## src/rtl/serial_word_shifter.sv

```systemverilog
// Parallel-to-serial word shifter: accepts a WIDTH-bit word and streams it MSB first,
// with per-bit valid, last-bit marker, a done pulse, back-to-back loading and flush.
module serial_word_shifter #(
   parameter int unsigned WIDTH      = 8,
   parameter logic        IDLE_LEVEL = 1'b1
) (
   input  logic             clock,
   input  logic             reset,
   input  logic [WIDTH-1:0] din,
   input  logic             load_valid,
   output logic             load_ready,
   input  logic             flush,
   output logic             x_out,
   output logic             bit_valid,
   output logic             last_bit,
   output logic             done
);

   localparam int unsigned CW = (WIDTH > 1) ? $clog2(WIDTH) : 1;

   typedef enum logic {
      IDLE  = 1'b0,
      SHIFT = 1'b1
   } state_t;

   state_t           state, state_n;
   logic [CW-1:0]    cnt, cnt_n;
   logic [WIDTH-1:0] sreg, sreg_n;
   logic             x_n, bv_n, lb_n, done_n;
   logic             accept;

   // Ready while idle, or on the final bit so the next word follows without a gap.
   assign load_ready = (state == IDLE) || (cnt == '0);
   assign accept     = load_valid && load_ready && !flush;

   always_ff @(posedge clock or negedge reset) begin
      if (!reset) begin
         state     <= IDLE;
         cnt       <= '0;
         sreg      <= '0;
         x_out     <= IDLE_LEVEL;
         bit_valid <= 1'b0;
         last_bit  <= 1'b0;
         done      <= 1'b0;
      end else begin
         state     <= state_n;
         cnt       <= cnt_n;
         sreg      <= sreg_n;
         x_out     <= x_n;
         bit_valid <= bv_n;
         last_bit  <= lb_n;
         done      <= done_n;
      end
   end

   // Next-state and next-output logic; flush overrides both loading and shifting.
   always_comb begin
      state_n = state;
      cnt_n   = cnt;
      sreg_n  = sreg;
      x_n     = x_out;
      bv_n    = bit_valid;
      lb_n    = last_bit;
      done_n  = 1'b0;

      if (flush) begin
         state_n = IDLE;
         cnt_n   = '0;
         x_n     = IDLE_LEVEL;
         bv_n    = 1'b0;
         lb_n    = 1'b0;
      end else if (accept) begin
         // Accepting while in SHIFT means the current word is on its last bit.
         done_n  = (state == SHIFT);
         state_n = SHIFT;
         sreg_n  = din;
         cnt_n   = CW'(WIDTH - 1);
         x_n     = din[WIDTH-1];
         bv_n    = 1'b1;
         lb_n    = 1'b0;
      end else if (state == SHIFT) begin
         if (cnt != '0) begin
            sreg_n = {sreg[WIDTH-2:0], 1'b0};
            x_n    = sreg[WIDTH-2];
            cnt_n  = cnt - CW'(1);
            lb_n   = (cnt == CW'(1));
         end else begin
            done_n  = 1'b1;
            state_n = IDLE;
            x_n     = IDLE_LEVEL;
            bv_n    = 1'b0;
            lb_n    = 1'b0;
         end
      end
   end

endmodule

```

## config.mk

```make
export PLATFORM = sky130hd
export DESIGN_NAME = serial_word_shifter
export DESIGN_NICKNAME = d
export VERILOG_FILES = /design/src/rtl/serial_word_shifter.sv
export SDC_FILE = /design/constraint.sdc
export NUM_CORES = 1
export LEC_CHECK = 0
export BUFFER_PORTS_ARGS = -buffer_cell sky130_fd_sc_hd__buf_2
export CORE_UTILIZATION = 48
export CTS_BUF_LIST = sky130_fd_sc_hd__clkbuf_16
export CTS_CLUSTER_DIAMETER = 200
export CTS_CLUSTER_SIZE = 14
export DETAILED_ROUTE_END_ITERATION = 8
export PLACE_DENSITY = 0.75
export SKIP_CTS_REPAIR_TIMING = 1
export SLEW_MARGIN = 20
export SYNTH_ARGS = -nofsm -noshare
export SYNTH_HDL_FRONTEND = slang
export SYNTH_SLANG_ARGS = --single-unit
```

## constraint.sdc

```tcl
create_clock -name clock -period 2.3 [get_ports clock]
set_input_delay 0.46 -clock clock [delete_from_list [all_inputs] [get_ports clock]]
set_output_delay 0.46 -clock clock [all_outputs]
set_load 0.01 [all_outputs]
```

==> results by group <==
Route
  • Vias: between 600 and 700
  • Final wirelength: 1.57 mm
  • Via/cell ratio: 5.88
  • Drt drc: 0
  • Initial DRC Count: 17
  • WL per Instance: about 14 um
  • Pre-antenna DRT Iters: 4
  • Final antenna-violating net count: 0

Finish
  • Synth-to-layout area growth: 17.8%
  • Multi-input gate area in the final layout: between 300 and 400 um2
  • Fillers: approximately 120
  • Non-Filler Instances: 110
  • Share of cells above drive strength 1: between 20% and 30%
  • Antenna diodes: 0
  • Storage cell area: approximately 380 um2
  • Final Net Count: 110

GRT
  • Initial antenna violation count: 0
  • Routing usage on met2: between 20 and 30%
  • Largest net degree at the start of global routing: 18
  • Busiest grt layer: met2
  • GR Util All Layers: a little under a fifth
  • Global Route met3 Usage: just over 8%
  • Global-route wire length before repair: about 2.5 mm
  • Vias in the first global route: between 500 and 600
  • Global-route met1 utilization: between 20% and 30%
  • Remaining Overflow, GRT: 0

Worst setup path
  • Worst flop-to-flop path endpoint: sreg[0]$_DFFE_PN0P_
  • CP Launch Type: flip-flop
  • Crit path max fanout: 15
  • WS Path Type: flip-flop to output pin
  • RR Startpoint: cnt[0]$_DFFE_PN0P_
  • Worst Setup End Kind: output pin
  • R2R Setup Slk: approximately 0.62 ns
  • Required @ worst endpoint: about 1.8 ns
  • Worst Reg2Reg Path Length in Cells: 6
  • CP arrival: approximately 1.7 ns

STA
  • Layout Skew: 0.00439 ns
  • RSZ-0062 raised after global routing: no
  • Max Fclk: around 460 MHz
  • Setup_tns: 0 ns
  • Final hold slack: 0.109 ns
  • Final min period: between 2 and 2.5 ns
  • Fin. max-slew vios: 0
  • Worst-margin pin slew: 0.370 ns
  • Final hold violations: 0
  • Final worst slack: 0.130 ns
  • Period utilisation layout: 94.3%
  • Slew headroom: about three quarters
  • Final setup vio count: 0

Pwr
  • Net Sw Frac: between 20% and 30%
  • Psw: 216 uW
  • Combinational share of power: 20.3%
  • Clk pwr share: around 40%
  • Pwr Density: 856 mW/mm2
  • Leakage: roughly 0.00047 uW
  • Reg power frac: between 30% and 40%
  • Internal Power: between 600 and 700 uW
  • Peak VDD IR: between 0.6 and 0.7 mV

Floorplan
  • Total die area: 0.00187 mm2
  • Die width: around 43 um
  • Chip height: ~43 um
  • Core Region: around 0.0015 mm2
  • Initial Utilization: a little over half
  • Ports: 17
  • Site row count: 14

Synth
  • #FFs+latches synth: 15
  • Synth Flop Type: dfrtp_1
  • Number of synthesized flops with an enable pin: 0
  • Distinct cells, synth: 29
  • Post-Syn Area per Cell: about 10 um2
  • Synth Instances: 79
  • Register area share after synthesis: about 46%
  • Fraction of registers with async set/reset: 100%
  • Netlist Area Pre-Place: just over 800 um2
  • Syn Nets: 94
  • Syn. warnings: 0

CTS
  • Clk sink count: 15
  • H-tree depth: 1
  • Clock-pin slew on the worst setup and hold paths: about 0.050 ns
  • Root buf cell: clkbuf_16
  • TritonCTS clock tree: built
  • CTS Buf Count: 3
  • Clk buf depth: 2
  • Clock latency on the worst-skew pair: 0.24 ns

Job
  • Max_cap viols: 0

Place
  • Placed cells: around 110
  • Worst slack at placement: 0.398 ns
  • Routability-driven placement congestion ratio: between 0.7 and 0.8
  • Input/output buffers: 16
  • Post-detail-place hpwl: ~1.0 mm

Status
  • Status: finished clean

Worst hold path
  • Kind of path behind the tightest hold check: primary input to asynchronous set/reset pin
## worst max-delay path by stage
stage | startpoint | to
2_1_floorplan | cnt[0]$_DFFE_PN0P_ | load_ready
3_3_place_gp | cnt[0]$_DFFE_PN0P_ | load_ready
3_5_place_dp | cnt[0]$_DFFE_PN0P_ | load_ready
4_1_cts | cnt[0]$_DFFE_PN0P_ | load_ready
5_1_grt | cnt[0]$_DFFE_PN0P_ | load_ready
6_report | cnt[0]$_DFFE_PN0P_ | load_ready
## cells in the final DEF (no fill, tap or decap), types with 2 or more instances in the layout
master and n:
inv_1 13, clkbuf_16 3, a31oi_1 2, a211oi_1 7, dfrtp_1 14, a221oi_1 7, nor2_1 10, ha_1 3
buf_2 16
## cells in the mapped netlist, types with 2 or more instances
| cell | count | area, um2 |
|---|---|---|
| nor2_1 | 10 | 37.5 |
| ha_1 | 3 | 37.5 |
| a31oi_1 | 2 | 12.5 |
| dfrtp_1 | 14 | 350 |
| a221oi_1 | 7 | 61.3 |
| inv_1 | 12 | 45.0 |
| a211oi_1 | 7 | 52.6 |
| buf_2 | 2 | 10.0 |
| buf_6 | 2 | 22.5 |
## state kept, by name, indices dropped and copies added (netlist names)
register and cells:
last_bit 1, x_out 1, done 1, cnt 3, sreg 7, bit_valid 1
state 1
## through the flow
stage	util, %	cell area, um2	total power (uW)
final	62.3	960	821
after global routing	62.3	960	860
after CTS	62.3	960	831
after detailed placement	57.1	881	497
after global placement	57.1	881	492
after floorplan	-	815	461
## area by class of cell
class	count	area share (%)
Multi-Input combinational cell	45	36.2
Clock inverter	1	0.391
Tap cell	16	2.09
Inverter	13	5.08
Timing Repair Buffer	17	9.13
Clock buffer	3	7.82
Sequential cell	15	39.2
## cell families after synthesis
kind of cell               synth area share, %
xor gates and xnor gates                  1.08
DFF                                       46.2
and+or+nand+nor                           10.3
AOI/OAI and AO/OA                         25.5
muxes                                     1.23
adders and majority gates                 4.61
buffers and inverters                     11.1
## power by group through the flow
stage / registers (uW) / logic (uW) / clock network [uW]
6_report: 327 / 167 / 328
5_1_grt: 332 / 185 / 343
4_1_cts: 327 / 168 / 336
3_5_place_dp: 331 / 166 / 0
3_3_place_gp: 330 / 162 / 0
2_1_floorplan: 329 / 132 / 0
## critical path, cell delays in order (launching register included)
cell and delay (ns):
dfrtp_1 0.36, inv_1 0.08, ha_1 0.24, nand2b_4 0.19
and2_1 0.38, inv_2 0.06, buf_2 0.14
## routing by layer
metal | vias up | wire (um)
li1 | 312 | -
met1 | 320 | 720
met2 | 15 | 772
met3 | 0 | 72
met4 | 0 | 0
met5 | - | 0
Power figures use the tool's default switching activity.
